--- src/rtl/proj_base_feeder.sv ---
// ASCII nucleotide -> 2-bit base feeder with per-read framing; latency 2 edges accept->base_valid.
// Backpressure: s_ready low while full or draining; stall freezes pops only, pushes continue until full.
`timescale 1ns/1ps
module proj_base_feeder #(
    parameter int BASE_LEN   = 2,
    parameter int FIFO_DEPTH = 8,
    parameter int LEN_W      = 16
) (
    input  logic                clk,
    input  logic                rst_n,
    input  logic [7:0]          s_char,
    input  logic                s_valid,
    input  logic                s_last,
    output logic                s_ready,
    input  logic                stall,
    output logic [BASE_LEN-1:0] base_data,
    output logic                base_valid,
    output logic                base_last,
    output logic                read_done,
    output logic [LEN_W-1:0]    read_len,
    output logic [7:0]          err_cnt
);
    localparam int AW = $clog2(FIFO_DEPTH);
    localparam int CW = AW + 1;
    localparam logic [CW-1:0] DEPTH_C = CW'(FIFO_DEPTH);

    typedef enum logic [1:0] {IDLE, STREAM, DRAIN} state_t;
    typedef logic [BASE_LEN:0] entry_t;

    function automatic entry_t decode(input logic [7:0] c);
        entry_t r;
        r = '0;
        case (c)
            8'h41, 8'h61: r = {1'b1, BASE_LEN'(0)};
            8'h43, 8'h63: r = {1'b1, BASE_LEN'(1)};
            8'h47, 8'h67: r = {1'b1, BASE_LEN'(2)};
            8'h54, 8'h74: r = {1'b1, BASE_LEN'(3)};
            default:      r = '0;
        endcase
        return r;
    endfunction

    state_t                state_q;
    entry_t                mem_q [FIFO_DEPTH];
    logic [AW-1:0]         wr_ptr_q, wr_ptr_d, rd_ptr_q, rd_ptr_d;
    logic [CW-1:0]         count_q, count_d;
    logic [BASE_LEN-1:0]   base_data_q;
    logic                  base_valid_q, base_last_q, read_done_q;
    logic [LEN_W-1:0]      read_len_q, len_cnt_q;
    logic [7:0]            err_cnt_q;

    entry_t                dec;
    logic                  chr_ok, accept, push, pop, ready_c;

    always_comb begin
        dec      = decode(s_char);
        chr_ok   = dec[BASE_LEN];
        ready_c  = (state_q != DRAIN) && (count_q < DEPTH_C);
        accept   = s_valid && ready_c;
        push     = accept && chr_ok;
        // A push into an empty FIFO is only visible from the next edge: no bypass.
        pop      = (count_q != '0) && !stall;
        count_d  = count_q + CW'(push) - CW'(pop);
        wr_ptr_d = wr_ptr_q + AW'(push);
        rd_ptr_d = rd_ptr_q + AW'(pop);
    end

    always_ff @(posedge clk) begin
        if (push) begin
            mem_q[wr_ptr_q] <= {s_last, dec[BASE_LEN-1:0]};
        end
    end

    always_ff @(posedge clk or negedge rst_n) begin
        if (!rst_n) begin
            state_q      <= IDLE;
            wr_ptr_q     <= '0;
            rd_ptr_q     <= '0;
            count_q      <= '0;
            base_data_q  <= '0;
            base_valid_q <= 1'b0;
            base_last_q  <= 1'b0;
            read_done_q  <= 1'b0;
            read_len_q   <= '0;
            len_cnt_q    <= '0;
            err_cnt_q    <= '0;
        end else begin
            wr_ptr_q     <= wr_ptr_d;
            rd_ptr_q     <= rd_ptr_d;
            count_q      <= count_d;
            base_valid_q <= pop;
            base_last_q  <= pop && mem_q[rd_ptr_q][BASE_LEN];
            read_done_q  <= 1'b0;
            if (pop) begin
                base_data_q <= mem_q[rd_ptr_q][BASE_LEN-1:0];
            end
            if (pop && (len_cnt_q != {LEN_W{1'b1}})) begin
                len_cnt_q <= len_cnt_q + 1'b1;
            end
            if (accept && !chr_ok && (err_cnt_q != 8'hFF)) begin
                err_cnt_q <= err_cnt_q + 8'd1;
            end
            case (state_q)
                IDLE: begin
                    if (accept) begin
                        state_q <= s_last ? DRAIN : STREAM;
                    end
                end
                STREAM: begin
                    if (accept && s_last) begin
                        state_q <= DRAIN;
                    end
                end
                DRAIN: begin
                    // Empty FIFO here also means no pop can be happening on this edge.
                    if (count_q == '0) begin
                        state_q     <= IDLE;
                        read_done_q <= 1'b1;
                        read_len_q  <= len_cnt_q;
                        len_cnt_q   <= '0;
                    end
                end
                default: state_q <= IDLE;
            endcase
        end
    end

    assign s_ready    = ready_c;
    assign base_data  = base_data_q;
    assign base_valid = base_valid_q;
    assign base_last  = base_last_q;
    assign read_done  = read_done_q;
    assign read_len   = read_len_q;
    assign err_cnt    = err_cnt_q;
endmodule

--- config.mk ---
export PLATFORM = sky130hd
export DESIGN_NAME = proj_base_feeder
export DESIGN_NICKNAME = d
export VERILOG_FILES = /design/src/rtl/proj_base_feeder.sv
export SDC_FILE = /design/constraint.sdc
export NUM_CORES = 1
export LEC_CHECK = 0
export BUFFER_PORTS_ARGS = -buffer_cell sky130_fd_sc_hd__buf_2
export CAP_MARGIN = 0
export CORE_MARGIN = 5
export CORE_UTILIZATION = 52
export DETAILED_ROUTE_END_ITERATION = 8
export GPL_ROUTABILITY_DRIVEN = 0
export GPL_TIMING_DRIVEN = 0
export HOLD_SLACK_MARGIN = 0.05
export PLACE_DENSITY = 0.75
export SETUP_SLACK_MARGIN = 0.02
export SYNTH_ARGS = -nofsm -noshare
export SYNTH_HDL_FRONTEND = slang
export SYNTH_SLANG_ARGS = --single-unit
--- constraint.sdc ---
create_clock -name clk -period 2.95 [get_ports clk]
set_clock_uncertainty 0.2 [all_clocks]
set_input_delay 0.295 -clock clk [delete_from_list [all_inputs] [get_ports clk]]
set_output_delay 0.295 -clock clk [all_outputs]
set_load 0.02 [all_outputs]
==> results of run 1 <==
==> cells by family (layout without fill, tap and decap cells) <==
kind of cell / count (synthesis) / after routing / share of synthesized area
muxes: 12 / 12 / 0.0557
xor gates and xnor gates: 22 / 22 / 0.0536
AOI/OAI and AO/OA: 16 / 16 / 0.0254
adders and majority gates: 12 / 12 / 0.0438
DFF: 81 / 81 / 0.597
buffers and inverters: 20 / 77 / 0.0240
and+or+nand+nor: 143 / 143 / 0.200
==> routing by layer <==
metal,up-vias,wire length [µm]
met3,12,232
met5,-,0
met2,44,3300
met1,1154,2820
li1,1158,-
met4,0,133
==> power by group through the flow <==
stage | sequential, mW | clock [mW] | combinational, mW
global route | 1.78 | 0.835 | 1.27
global placement | 1.72 | 0 | 1.10
floorplan | 1.85 | 0 | 0.659
detailed placement | 1.74 | 0 | 1.15
finish | 1.72 | 0.760 | 1.14
CTS | 1.72 | 0.789 | 1.16
==> cells in the final DEF, fill, tap and decap left out, drive strengths merged, types with 2 or more instances in the layout <==
master / n
mux4: 6
dfrtp: 57
inv: 12
o21ai: 9
nand4: 6
clkinv: 2
nand3: 13
and4: 3
nor4: 7
nand2b: 3
ha: 11
edfxtp: 24
nor3: 11
buf: 45
nor3b: 4
mux2i: 5
nor2: 27
xor2: 11
xnor2: 11
clkbuf: 17
a21oi: 3
nand2: 61
==> through the flow <==
stage / utilization / TNS [ns]
2_1_floorplan: - / 0
3_3_place_gp: 0.577 / -1.05
3_5_place_dp: 0.577 / -1.23
4_1_cts: 0.606 / 0
5_1_grt: 0.609 / 0
6_report: 0.609 / 0
==> worst max path at each step <==
stage,startpoint,to,cells after the start
after global routing,count_q[3],count_q[2],11
after floorplan,count_q[3],count_q[2],12
after detailed placement,count_q[3],count_q[2],12
final,count_q[3],count_q[2],11
after global placement,count_q[3],count_q[2],12
after CTS,count_q[3],count_q[2],11
==> registers in the layout (all words and copies together) (netlist names) <==
| signal | flops |
|---|---|
| mem_q | 24 |
| wr_ptr_q | 3 |
| base_last | 1 |
| len_cnt_q | 16 |
| count_q | 4 |
| read_done | 1 |
| err_cnt | 8 |
| state_q | 2 |
| base_valid | 1 |
| rd_ptr_q | 3 |
| base_data | 2 |
| read_len | 16 |
==> cell type report <==
cell class                      count  share of cell area
Clock buffer                       14              0.0444
Timing Repair Buffer               42              0.0529
Clock inverter                      2             0.00243
Buffer                              7             0.00912
Multi-Input combinational cell    205               0.334
Sequential cell                    81               0.522
Inverter                           12              0.0109
Tap cell                           80              0.0243
==> worst max-delay path, stage by stage, from the launching register on <==
cell                      delay (ns)
sky130_fd_sc_hd__dfrtp_1        0.40
sky130_fd_sc_hd__inv_1          0.06
sky130_fd_sc_hd__ha_1           0.13
sky130_fd_sc_hd__nor3b_4        0.30
sky130_fd_sc_hd__or2_2          0.30
sky130_fd_sc_hd__inv_1          0.14
sky130_fd_sc_hd__ha_1           0.28
sky130_fd_sc_hd__inv_1          0.05
sky130_fd_sc_hd__ha_1           0.15
sky130_fd_sc_hd__inv_1          0.05
sky130_fd_sc_hd__fa_1           0.38
sky130_fd_sc_hd__xnor2_1        0.20
==> timing repair <==
item | CTS | global route
buffers inserted | 0 | 0
hold buffers | 0 | 1
gates resized for setup | 1 | 1
endpoints found under the setup margin | 4 | 2
gates cloned | 0 | 0
endpoints found under the hold margin | 0 | 57
==> results.md, run 1 <==
Status:
- The run finished with clean final reports.

Placed design:
- The detailed placement HPWL is 4700 µm.
- The number of port buffers is 41.
- The total cell area at the placement stage is 0.00390 mm².
- The pre-CTS setup slack is -0.451 ns.
- The number of placed cells counting well taps is 427.

Setup path:
- Along the worst path, the maximum fanout reaches 12.
- The data arrival at the endpoint of the critical path is 2.80 ns.
- The beginning of the worst register-to-register path is count_q[3].
- The required time at the endpoint of the critical path is 3.00 ns.
- For the worst flop-to-flop path, the logic depth is 11.
- The endpoint of the worst register-to-register path is count_q[2].
- The critical path endpoint category is a flop.
- The worst register-to-register path has a setup slack of 0.20 ns.
- The launching element type of the critical path is a flop.
- The critical path start-end classification is reg -> reg.

Logic synthesis:
- Averaged over all synthesized cells, the footprint is 11.8 µm².
- The net count after synthesis is 331.
- In the synthesized netlist the dominant register cell turns out to be sky130_fd_sc_hd__dfrtp_1.
- After synthesis, the most frequently instantiated cells are sky130_fd_sc_hd__nand2_1 (61), sky130_fd_sc_hd__dfrtp_1 (57), sky130_fd_sc_hd__nor2_1 (25).
- The register bit total from synthesis is 81.
- Of all cell types, the one taking the most synthesized area is sky130_fd_sc_hd__dfrtp_1.
- The number of enable flip-flop cells after synthesis is 24.
- Yosys printed 0 warnings.
- The synthesized netlist contains 42 unique library cells.
- By area the synthesized netlist is led by sky130_fd_sc_hd__dfrtp_1 (40%), sky130_fd_sc_hd__edfxtp_1 (20%), sky130_fd_sc_hd__nand2_1 (6.4%).
- The portion of synthesized cell area occupied by the leading cell type is 0.397.
- Counting flops with an async set or reset pin after synthesis yields a share of 0.704.
- The part of the Yosys area used for sequential elements is 0.597.
- The most frequent cell after synthesis is sky130_fd_sc_hd__nand2_1.
- The cell count after synthesis is 306.
- The netlist area before placement is 0.00360 mm².

Routing:
- The first detailed-routing pass took 4 iterations.
- Detailed routing inserted a total of 2368 vias.
- The first routing iteration left 95 violations.
- The average wire length per cell after detail routing is 14.6 µm.
- In the routed layout, each cell is associated on average with a via count of 5.35.
- After detailed routing, the number of remaining DRC violations is 0.
- The number of nets with antenna violations after detailed routing is 0.
- The total length of routed wires is 6490 µm.

Layout:
- The finished layout holds 443 standard cells, fillers aside.
- The multi-input combinational cell area is 0.00137 mm².
- Compared with the post-synthesis result, the final layout area differs by 14.4%.
- The final cell area excluding filler cells is 0.00411 mm².
- Of the cells placed in the final design, the portion with a size suffix greater than 1 is 0.220.
- The repair_antennas step left the layout with diodes totalling 0.
- In the final layout, flip-flops and latches occupy 0.00215 mm².
- The filler cell count is 578.
- In the final design database the tool counted 383 nets.

Power:
- Of the total power, the share spent switching nets is 0.357.
- The peak supply drop is 0.000696 V.
- The total power density per cell area is 881 mW/mm².
- The analysis attributes to cell leakage a power of 1.91 nW.
- Of the total power, registers draw 0.476.
- For this design the total switching power over the nets is 1.29 mW.
- Of the total power, combinational logic draws 0.314.
- Power comes to 3.62 mW.
- Of the total power, the clock network draws 0.210.
- The cell internal power dissipation is 2.33 mW.

Timing:
- Setup slack on the critical path of the routed design comes to 0.204 ns.
- The worst pin sits at a relative slew slack of 0.458.
- The count of final setup violators is 0.
- The number of max-slew violations in the final report came to 0.
- The upper clock frequency limit is 364 MHz.
- The tightest hold margin is 0.0649 ns.
- The worst path in the final design needs a cycle of 2.75 ns, including I/O delays and setup.
- The final cycle utilization of the critical path is 0.931.
- The number of failing hold endpoints at the final stage was 0.
- Setup repair after global routing left no endpoint under its margin.
- At the pin with the least slew margin, the transition time is 0.806 ns.

Die:
- The I/O pin count is 43.
- After floorplanning, the core was sized to cover 0.00676 mm².
- The horizontal die dimension is 93.2 µm.
- The placement row count is 30.
- The die extent in y is 93.2 µm.
- The die outline area is 0.00868 mm².
- The initial cell density of the core is 0.532.

Clocking:
- The H-tree was split into 3 levels.
- The clock buffer count from CTS is 9.
- The clock root buffer is sky130_fd_sc_hd__clkbuf_8.
- The clock net sink count is 81.
- The CTS tree is yes.
- The clock-pin slew on the worst setup and hold paths is 0.07 ns.
- At the later pin of the worst-skew pair, clock insertion delay measures 0.34 ns.
- Counting along the longest clock path gives a buffer depth of 2.

GRT:
- The met2 global-route usage is 0.281.
- The met1 track demand over resource is 0.200.
- The first global-routing pass estimated 11200 µm of wire.
- For this run, global-route usage on met3 was measured as 0.0354.
- The initial antenna violation count is 0.
- The overall routing resource usage is 0.166.
- The pin count of the biggest net entering global routing is 58.
- The via count of the first global-routing pass was 2447.
- The sum of overflow across all layers after global routing is 0.
- met2 is the most crowded layer.

Hold path:
- The worst hold path begins at s_last.
- The worst hold path endpoint is mem_q[6][2].
- Along the worst hold path, the cell count comes to 1.
- The min-delay analysis places its worst path in the category in -> reg.

Job:
- Max-cap violations in this run came to 0.
Note: power is estimated with default switching activity, not from simulation.
==> run 2: changes to the inputs <==
Settings changed: BUFFER_PORTS_ARGS -buffer_cell sky130_fd_sc_hd__buf_2 to default, CORE_UTILIZATION 52 to 56, DONT_BUFFER_PORTS from default to 1, GPL_ROUTABILITY_DRIVEN 0 to 1, PLACE_DENSITY 0.75 to 0.74.
==> results.md, run 2 (synthesis gave the netlist of run 1 again) <==
Status:
- The flow ran to the end, and the final reports show no timing, DRC or antenna violations.

Layout:
- The antenna diode count is 0 (unchanged).
- The flip-flop count of the largest register after layout was 24 (unchanged).
- Leaving out fill and tap cells, the most frequent cells in the layout are sky130_fd_sc_hd__nand2_1 (61), sky130_fd_sc_hd__dfrtp_1 (57), sky130_fd_sc_hd__nor2_1 (25), sky130_fd_sc_hd__edfxtp_1 (24), sky130_fd_sc_hd__nand3_1 (13).
- The number of nets at the end of the flow came to 345 (-9.9%).
- The fraction of layout instances using a drive strength above 1 is 0.117 (-0.103).
- More flip-flops sit in one register than any other, and that register is mem_q.
- The filler cell count is 509 (-12%).
- The most common library cell in the layout ignoring fill and taps is sky130_fd_sc_hd__nand2_1.
- The synthesis-to-finish area growth is 10.4%.
- The total area of sequential cells is 0.00215 mm² (unchanged).
- The multi-input combinational cell area is 0.00137 mm² (unchanged).
- The final cell area excluding filler cells is 0.00397 mm² (-3.5%).

Timing:
- The max-slew headroom at the worst pin is 0.467 (+0.00947).
- The count of final setup violators is 0 (unchanged).
- The number of max-slew violations in the final report is 0 (unchanged).
- The shortest period the worst path allows came to 2.77 ns (+0.0205 ns).
- Setup repair after global routing left no endpoint under its margin.
- The final cycle utilization of the critical path is 0.938 (+0.00696).
- The slew of the pin with the lowest slew margin was 0.792 ns (-0.0141 ns).
- The number of failing hold endpoints at the final stage is 0 (unchanged).
- The upper clock frequency limit came to 362 MHz (-0.74%).

GRT:
- The via count of the first global-routing pass came to 2323 (-5.1%).
- The wire length of the first global-routing pass is 10600 µm (-5.3%).
- The overall routing resource usage came to 0.163 (-0.00314).
- The sum of overflow across all layers after global routing is 0 (unchanged).
- The initial antenna violation count came to 0 (unchanged).
- The pin count of the biggest net entering global routing was 58 (unchanged).

Clocking:
- The CTS tree is yes.
- The root buffer cell chosen for the clock tree is sky130_fd_sc_hd__clkbuf_8.
- The number of levels the H-tree was split into is 3 (unchanged).
- The clock network latency to the later pin of the worst-skew pair is 0.34 ns (about the same).
- The clock-pin slew on the worst setup and hold paths is 0.08 ns (about the same).
- The clock buffer count from CTS is 9 (unchanged).
- The maximum count of clock buffers along a single path came to 2 (unchanged).
- The clock net sink count came to 81 (unchanged).

Setup path:
- The data arrival at the endpoint of the critical path is 2.80 ns (about the same).
- The cell count of the worst reg-to-reg path came to 11 (unchanged).
- The launching element type of the critical path is a flop.
- The largest driver fanout on the critical path was 12 (unchanged).
- The required time at the endpoint of the critical path is 2.99 ns (about the same).
- The worst setup path is captured at a flop.
- The setup path with the least slack is of type reg -> reg.

Power:
- The overall power was 3.58 mW (-1.1%).
- The total power density per cell area is 902 mW/mm² (+2.5%).
- The peak supply drop was 0.000697 V (+0.22%).
- The standby leakage power came to 1.75 nW (-8.4%).

Job:
- The max-capacitance violation count was 0 (unchanged).

Routing:
- The average wire length per cell after detail routing is 15.4 µm (+5.3%).
- The via total after detailed routing is 2233 (-5.7%).
- The post-detailed-route DRC marker count is 0 (unchanged).
- The total length of routed wires is 6200 µm (-4.5%).
- The routed length on met1 was 2640 µm (-6.3%).
- The number of nets with antenna violations after detailed routing is 0 (unchanged).
- The met3 wire length is 267 µm (+15%).
- The violation count after the first detailed-route iteration was 62 (-35%).
- The detailed-route vias per instance is 5.55 (+3.9%).
- The total length of routed met2 wires was 3180 µm (-3.8%).
- The iteration count of the initial detailed-routing pass is 4 (unchanged).
- Signal routing reaches up to met4.

Placed design:
- The number of port buffers is 0 (-100%).
- The congestion estimate from routability-driven global placement came to 0.798.
- The total cell area at the placement stage came to 0.00369 mm² (-5.4%).
- The detailed placement HPWL is 4390 µm (-6.6%).

Hold path:
- The hold-critical path depth is 3 (+2).
- The worst min-delay path class is in -> reg.

Die:
- The area of the core is 0.00631 mm² (-6.6%).
- The horizontal die dimension is 90.1 µm (-3.2%).
- The initial cell density of the core is 0.570 (+0.0373).
- The I/O pin count came to 43 (unchanged).
- The die outline area was 0.00812 mm² (-6.4%).
- The die extent in y is 90.1 µm (-3.2%).
- The placement row count is 29 (-3.3%).
[run 2: cell types whose count changed in the layout (fill, tap and decap cells not counted), sizes merged]
cell	delta
clkinv	-1
clkbuf	-1
bufinv	+2
dlygate4sd3	+2
buf	-40
[run 2: layout make-up]
type,count,area share
clock inverter,3,0.0164
tap,77,0.0243
inverter,12,0.0113
timing repair buffer,4,0.0145
multi-input combinational,205,0.346
buffer,7,0.00945
sequential,81,0.541
clock buffer,13,0.0375
[run 2: power by group]
part / leakage [nW] / total [mW] / internal, mW / switching [mW]
clock network: 0.108 / 0.865 / 0.500 / 0.365
registers: 0.949 / 1.92 / 1.43 / 0.489
logic: 0.691 / 0.797 / 0.398 / 0.400
total: 1.75 / 3.58 / 2.33 / 1.25
[run 2: worst max-delay path, stage by stage, from the launching register on]
cell and delay, ns:
sky130_fd_sc_hd__dfrtp_1 0.41, sky130_fd_sc_hd__inv_1 0.06, sky130_fd_sc_hd__ha_1 0.15, sky130_fd_sc_hd__nor3b_4 0.32, sky130_fd_sc_hd__or2_2 0.31, sky130_fd_sc_hd__inv_1 0.13
sky130_fd_sc_hd__ha_1 0.29, sky130_fd_sc_hd__inv_1 0.06, sky130_fd_sc_hd__ha_1 0.16, sky130_fd_sc_hd__inv_1 0.06, sky130_fd_sc_hd__fa_1 0.38, sky130_fd_sc_hd__xnor2_1 0.13
[run 2: final timing paths]
kind,from,endpoint,slack (ns)
hold / removal,stall,len_cnt_q[8],0.07
hold reg to reg,state_q[1],state_q[0],0.24
max in group asynchronous,rst_n,err_cnt[0],2.02
min in group asynchronous,rst_n,base_data[1],0.28
setup reg to reg,count_q[3],count_q[2],0.18
setup / recovery,count_q[3],count_q[2],0.18
[run 2: stage by stage]
step	std cells	setup WS, ns	util	hold slack [ns]	setup TNS, ns
global placement	383	-0.394	0.585	-0.199	-1.10
global route	402	0.0427	0.629	0.115	0
CTS	402	0.106	0.628	0.0513	0
detailed placement	383	-0.461	0.585	-0.199	-1.31
floorplan	306	0.139	-	-0.201	0
finish	402	0.184	0.629	0.0669	0
[run 2: per-layer routing]
layer | GRT usage | vias up
met2 | 0.280 | 46
met5 | 0 | -
met1 | 0.187 | 1090
li1 | - | 1086
met3 | 0.0417 | 11
met4 | 0.0794 | 0
[run 2: what timing repair did]
item / 4_1_cts / 5_1_grt
setup buffers: 0 / 0
endpoints found under the hold margin: 68 / 0
gates cloned: 0 / 0
hold buffers: 4 / 0
setup endpoints to repair: 4 / 3
gates resized for setup: 1 / 1
